File: config.mk
export PLATFORM = sky130hd
export DESIGN_NAME = i2s_audio_rx
export DESIGN_NICKNAME = d
export VERILOG_FILES = /design/src/rtl/i2s_audio_rx.sv
export SDC_FILE = /design/constraint.sdc
export NUM_CORES = 1
export LEC_CHECK = 0
export CORE_ASPECT_RATIO = 0.6
export CORE_MARGIN = 5
export CORE_UTILIZATION = 50
export DETAILED_ROUTE_END_ITERATION = 8
export PLACE_DENSITY = 0.69
export SETUP_SLACK_MARGIN = 0.4
export SKIP_LAST_GASP = 1
export SLEW_MARGIN = 0
export SYNTH_ARGS = -nofsm -noshare
export SYNTH_HDL_FRONTEND = slang
export SYNTH_SLANG_ARGS = --single-unit
File: constraint.sdc
create_clock -name sys_clk -period 2.44 [get_ports sys_clk]
set_input_delay 0.366 -clock sys_clk [delete_from_list [all_inputs] [get_ports sys_clk]]
set_output_delay 0.366 -clock sys_clk [all_outputs]
set_load 0.05 [all_outputs]
File: src/rtl/i2s_audio_rx.sv
// I2S receiver: deserialises a codec-mastered I2S stream into 24-bit stereo pairs
// with a one-cycle valid strobe in the sys_clk domain.
`timescale 1ns/100fs
module i2s_audio_rx #(
    parameter int unsigned DATA_W   = 24,
    parameter int unsigned SLOT_MAX = 32
) (
    input  logic              sys_clk,
    input  logic              sys_rst,
    input  logic              i2s_bclk,
    input  logic              i2s_lrck,
    input  logic              i2s_sdata,
    output logic [DATA_W-1:0] sample_l,
    output logic [DATA_W-1:0] sample_r,
    output logic              sample_vld,
    output logic              frame_err
);

    localparam int unsigned BIT_W  = $clog2(DATA_W + 1);
    localparam int unsigned SLOT_W = $clog2(SLOT_MAX + 2);

    typedef enum logic [1:0] {
        ST_IDLE,
        ST_DELAY,
        ST_SHIFT,
        ST_PAD
    } state_e;

    logic [2:0]        bclk_sync_q;
    logic [1:0]        lrck_sync_q;
    logic [1:0]        sdata_sync_q;

    state_e            state_q,      state_d;
    logic              ch_q,         ch_d;
    logic [BIT_W-1:0]  bit_cnt_q,    bit_cnt_d;
    logic [SLOT_W-1:0] slot_cnt_q,   slot_cnt_d;
    logic              lr_prev_q,    lr_prev_d;
    logic [DATA_W-1:0] shreg_q,      shreg_d;
    logic [DATA_W-1:0] hold_l_q,     hold_l_d;
    logic [DATA_W-1:0] sample_l_q,   sample_l_d;
    logic [DATA_W-1:0] sample_r_q,   sample_r_d;
    logic              sample_vld_q, sample_vld_d;
    logic              frame_err_q,  frame_err_d;

    logic              bclk_rise;
    logic              lrck_s;
    logic              sdata_s;
    logic              lr_chg;
    logic              word_done;
    logic              overrun;
    logic [DATA_W-1:0] shreg_shift;

    assign bclk_rise   = bclk_sync_q[1] & ~bclk_sync_q[2];
    assign lrck_s      = lrck_sync_q[1];
    assign sdata_s     = sdata_sync_q[1];
    assign lr_chg      = lrck_s ^ lr_prev_q;
    assign word_done   = (bit_cnt_q == BIT_W'(DATA_W - 1));
    assign overrun     = (state_q != ST_IDLE) && !lr_chg && (slot_cnt_q >= SLOT_W'(SLOT_MAX));
    assign shreg_shift = {shreg_q[DATA_W-2:0], sdata_s};

    // Synchronisers plus all FSM/datapath state.
    always_ff @(posedge sys_clk) begin
        if (sys_rst) begin
            bclk_sync_q  <= '0;
            lrck_sync_q  <= '0;
            sdata_sync_q <= '0;
            state_q      <= ST_IDLE;
            ch_q         <= 1'b0;
            bit_cnt_q    <= '0;
            slot_cnt_q   <= '0;
            lr_prev_q    <= 1'b0;
            shreg_q      <= '0;
            hold_l_q     <= '0;
            sample_l_q   <= '0;
            sample_r_q   <= '0;
            sample_vld_q <= 1'b0;
            frame_err_q  <= 1'b0;
        end else begin
            bclk_sync_q  <= {bclk_sync_q[1:0], i2s_bclk};
            lrck_sync_q  <= {lrck_sync_q[0], i2s_lrck};
            sdata_sync_q <= {sdata_sync_q[0], i2s_sdata};
            state_q      <= state_d;
            ch_q         <= ch_d;
            bit_cnt_q    <= bit_cnt_d;
            slot_cnt_q   <= slot_cnt_d;
            lr_prev_q    <= lr_prev_d;
            shreg_q      <= shreg_d;
            hold_l_q     <= hold_l_d;
            sample_l_q   <= sample_l_d;
            sample_r_q   <= sample_r_d;
            sample_vld_q <= sample_vld_d;
            frame_err_q  <= frame_err_d;
        end
    end

    // Next-state logic; everything advances only on a synchronised bclk rising edge.
    always_comb begin
        state_d      = state_q;
        ch_d         = ch_q;
        bit_cnt_d    = bit_cnt_q;
        slot_cnt_d   = slot_cnt_q;
        lr_prev_d    = lr_prev_q;
        shreg_d      = shreg_q;
        hold_l_d     = hold_l_q;
        sample_l_d   = sample_l_q;
        sample_r_d   = sample_r_q;
        sample_vld_d = 1'b0;
        frame_err_d  = frame_err_q;

        if (bclk_rise) begin
            lr_prev_d = lrck_s;
            if (lr_chg) begin
                slot_cnt_d = '0;
            end else if (slot_cnt_q != SLOT_W'(SLOT_MAX + 1)) begin
                slot_cnt_d = slot_cnt_q + SLOT_W'(1);
            end

            if (overrun) begin
                frame_err_d = 1'b1;
                state_d     = ST_IDLE;
                bit_cnt_d   = '0;
                ch_d        = 1'b0;
            end else begin
                case (state_q)
                    ST_IDLE: begin
                        if (lr_prev_q && !lrck_s) begin
                            state_d   = ST_DELAY;
                            bit_cnt_d = '0;
                            ch_d      = 1'b0;
                        end
                    end
                    // The bit seen with the lrck edge is the delay slot; DELAY holds the MSB next.
                    ST_DELAY, ST_SHIFT: begin
                        shreg_d = shreg_shift;
                        if (word_done) begin
                            bit_cnt_d = BIT_W'(DATA_W);
                            state_d   = ST_PAD;
                            if (!ch_q) begin
                                hold_l_d = shreg_shift;
                            end else begin
                                sample_l_d   = hold_l_q;
                                sample_r_d   = shreg_shift;
                                sample_vld_d = 1'b1;
                            end
                            if (lr_chg) begin
                                state_d   = ST_DELAY;
                                ch_d      = ~ch_q;
                                bit_cnt_d = '0;
                            end
                        end else if (lr_chg) begin
                            frame_err_d = 1'b1;
                            shreg_d     = '0;
                            hold_l_d    = '0;
                            bit_cnt_d   = '0;
                            ch_d        = 1'b0;
                            state_d     = lrck_s ? ST_IDLE : ST_DELAY;
                        end else begin
                            bit_cnt_d = bit_cnt_q + BIT_W'(1);
                            state_d   = ST_SHIFT;
                        end
                    end
                    ST_PAD: begin
                        if (lr_chg) begin
                            state_d   = ST_DELAY;
                            ch_d      = ~ch_q;
                            bit_cnt_d = '0;
                        end
                    end
                    default: state_d = ST_IDLE;
                endcase
            end
        end
    end

    assign sample_l   = sample_l_q;
    assign sample_r   = sample_r_q;
    assign sample_vld = sample_vld_q;
    assign frame_err  = frame_err_q;

endmodule
==> impl_results.md <==
* Final non-filler cell total at 721
* Crit path kind: register to output pin
* Hold Startpoint: sys_rst
* Sequential standard cell area at 0.00238 mm2
* Ys flop type: dfxtp_1
* Die span in y at 85.7 um
* PortBufs at 54
* RSZ-0062 raised after global routing: true
* CP endpoint kind: output pin
* Final TNS setup at 0 ns
* Required time worst endpoint at 2.07 ns
* Clock buffer depth at 2
* Number of flops mapped to enable cells by yosys at 0
* Status: completed
* Antenna viol nets, final at 0
* DR pass1 iterations at 5
* Initial drt markers at 485
* Yosys top cell area share at 49.9%
* Site Rows at 27
* Tcrit/Tclk final at 80.1%
* Ys async rst share at 0%
* TritonCTS clock tree: yes
* Diode count at 0
* Placed cells at 688
* Max Cap Viol at 0
* Post-Synthesis Cells at 533
* Clock slew at reported path FFs at 0.05 ns
* Minimum clock period at 1.95 ns
* Dpl hpwl at 7.86 mm
* Critical-path cell list: clkdlybuf4s50_1
* Max Slew Vio Count at 0
* YS warnings at 0
* Residual DRC count at 0
* Multi-input gate area at 0.00219 mm2
* Largest net degree at the start of global routing at 73
* Share of cells above drive strength 1 at 9.64%
* Initial Util at 51.6%
* Post-synth net total at 545
* LEAKAGE at 2.07 nW
* Slowest cell on crit path: clkdlybuf4s50_1
* Worst hold path class: input port to register
* CTS Sinks at 119
* Peak supply drop at 0.555 mV
* Final setup viols at 0
* CTS buffer count at 17
* Worst-Skew Late Latency at 0.41 ns
* CP delay by family, top: buffers and inverters
* CP peak stage delay at 0.83 ns
* # IOs at 55
* Die ar. at 0.0117 mm2
* Root buffer cell: clkbuf_16
* Power Density at 735 mW/mm2
* Crit start category: register
* Die width at 136 um
* CP Launch Point: sample_r[3]
* Worst Tran Pin Value at 0.791 ns
* Drt total wl at 12.4 mm
* Vias in the first global route at 3806
* Reg-to-Reg Start: lrck_sync_q[1]
* Vias per cell at 5.71
* Critical path buffers and inverters at 1
* Final Hold Fails at 0
* Fill cells at 770
* Layout Area Growth over Synthesis at 26.2%
* Routed len/inst at 17.2 um
* Max FO, Critical Path at 2
* CORE AREA at 0.00926 mm2
* First-pass GRT wire length at 20.1 mm
* Netlist cell types at 38
* H-tree Lvls at 4
* Post-synthesis register bit count at 119
* Clock skew at 0.00610 ns
* Via count at 4115
* Synth area leader: dfxtp_1
* Max-slew headroom at 47.2%
* Post-synthesis sequential area ratio at 49.9%
* F_max at 512 MHz
* GRT Overall Usage at 22.0%
* Nets at 590
* Remaining global-route overflow at 0
* Worst hold margin at 0.385 ns
* Initial antenna violation count at 0
* Syn Area/Cell at 8.95 um2
* CP arrival at 1.59 ns
* Top cells by area, synth: dfxtp_1 (50%), o21ai_0 (11%), nor2b_1 (7.6%), nand2b_1 (6.6%), or4_1 (4.1%)
* Gpl congestion at 0.906
* Synthesized area at 0.00477 mm2
* Design Power at 0.00442 W
==> metal layers <==
metal | vias to the layer above | share of wire, % | global-route usage, %
met5 | - | 0 | 0
met4 | 0 | 1.4 | 8.42
met3 | 18 | 8.0 | 5.51
met2 | 171 | 40 | 29.2
met1 | 1936 | 51 | 33.6
li1 | 1990 | - | -
==> final timing paths <==
path | to | slack, ns | cells past startpoint
min reg2reg | lrck_sync_q[1] | 0.43 | 1
max | sample_r[3] | 0.49 | 1
min | lrck_sync_q[1] | 0.38 | 2
max reg2reg | hold_l_q[0] | 0.50 | 7
==> cell usage after synthesis (2+ instances only) <==
cell	instances
nand2_1	9
dfxtp_1	119
a211oi_1	3
o21ai_1	21
or4_1	26
nor3_1	2
o21ai_0	105
nor2_1	10
ha_1	7
a21oi_1	10
nand3_1	4
inv_1	9
nor2b_1	58
buf_2	5
nand2b_1	50
xor2_1	3
o22ai_1	23
o32ai_1	3
and3_1	2
clkbuf_1	38
o31ai_1	2
nand4_1	5
buf_6	2
a31oi_1	2
nand4b_1	2
==> state kept, by name (all words and copies together) (netlist names) <==
| signal | count |
|---|---|
| frame_err | 1 |
| bit_cnt_q | 5 |
| bclk_sync_q | 3 |
| state_q | 2 |
| sample_l | 24 |
| sample_vld | 1 |
| lrck_sync_q | 2 |
| ch_q | 1 |
| sample_r | 24 |
| sdata_sync_q | 2 |
| slot_cnt_q | 6 |
| hold_l_q | 24 |
| lr_prev_q | 1 |
| shreg_q | 23 |
==> cells in the final DEF, fill, tap and decap left out, drive strengths merged, types with 4 or more instances in the layout <==
master	synthesis	final
nand2	9	9
clkdlybuf4s50	0	53
clkbuf	38	23
inv	9	9
nand3	4	4
clkinv	0	7
dfxtp	119	119
a211oi	4	4
nor2b	58	58
ha	7	7
o22ai	23	23
nand4	5	5
or4	26	26
buf	7	17
a21oi	10	10
nand2b	50	50
o21ai	126	126
nor2	10	10
==> power by group <==
group	internal [W]	switching, W
Clock	0.00154	0.000845
Combinational	0.0000326	0.0000491
Sequential	0.00195	0.00000348
Total	0.00353	0.000898
==> metrics by stage <==
step                area [um2]  setup slack, ns  util [%]
floorplan                 4770            0.638         -
global placement          5410            0.456      58.5
detailed placement        5410            0.341      58.5
CTS                       5990            0.426      64.7
global route              6020            0.392      65.0
finish                    6020            0.485      65.0
==> timing repair <==
action	4_1_cts	5_1_grt
resized for setup	3	9
pin swaps	0	1
endpoints found under the setup margin	25	51
setup buffers	0	1
hold buffers	0	0
==> area by class of cell <==
type / count / area share [%]
timing repair buffer: 71 / 11.3
inverter: 9 / 0.561
tap: 130 / 2.70
clock inverter: 10 / 1.70
sequential: 119 / 39.6
multi-input combinational: 360 / 36.4
clock buffer: 22 / 7.71
==> kinds of logic (layout without fill, tap and decap cells) <==
group	count (synthesis)	count (layout)	synth area share, %
AOI/OAI and AO/OA	175	175	20.1
xor gates and xnor gates	4	4	0.734
adders and majority gates	7	7	1.84
buffers and inverters	54	112	4.69
DFF	119	119	49.9
muxes	1	1	0.210
and+or+nand+nor	173	173	22.5
Power figures use the tool's default switching activity.
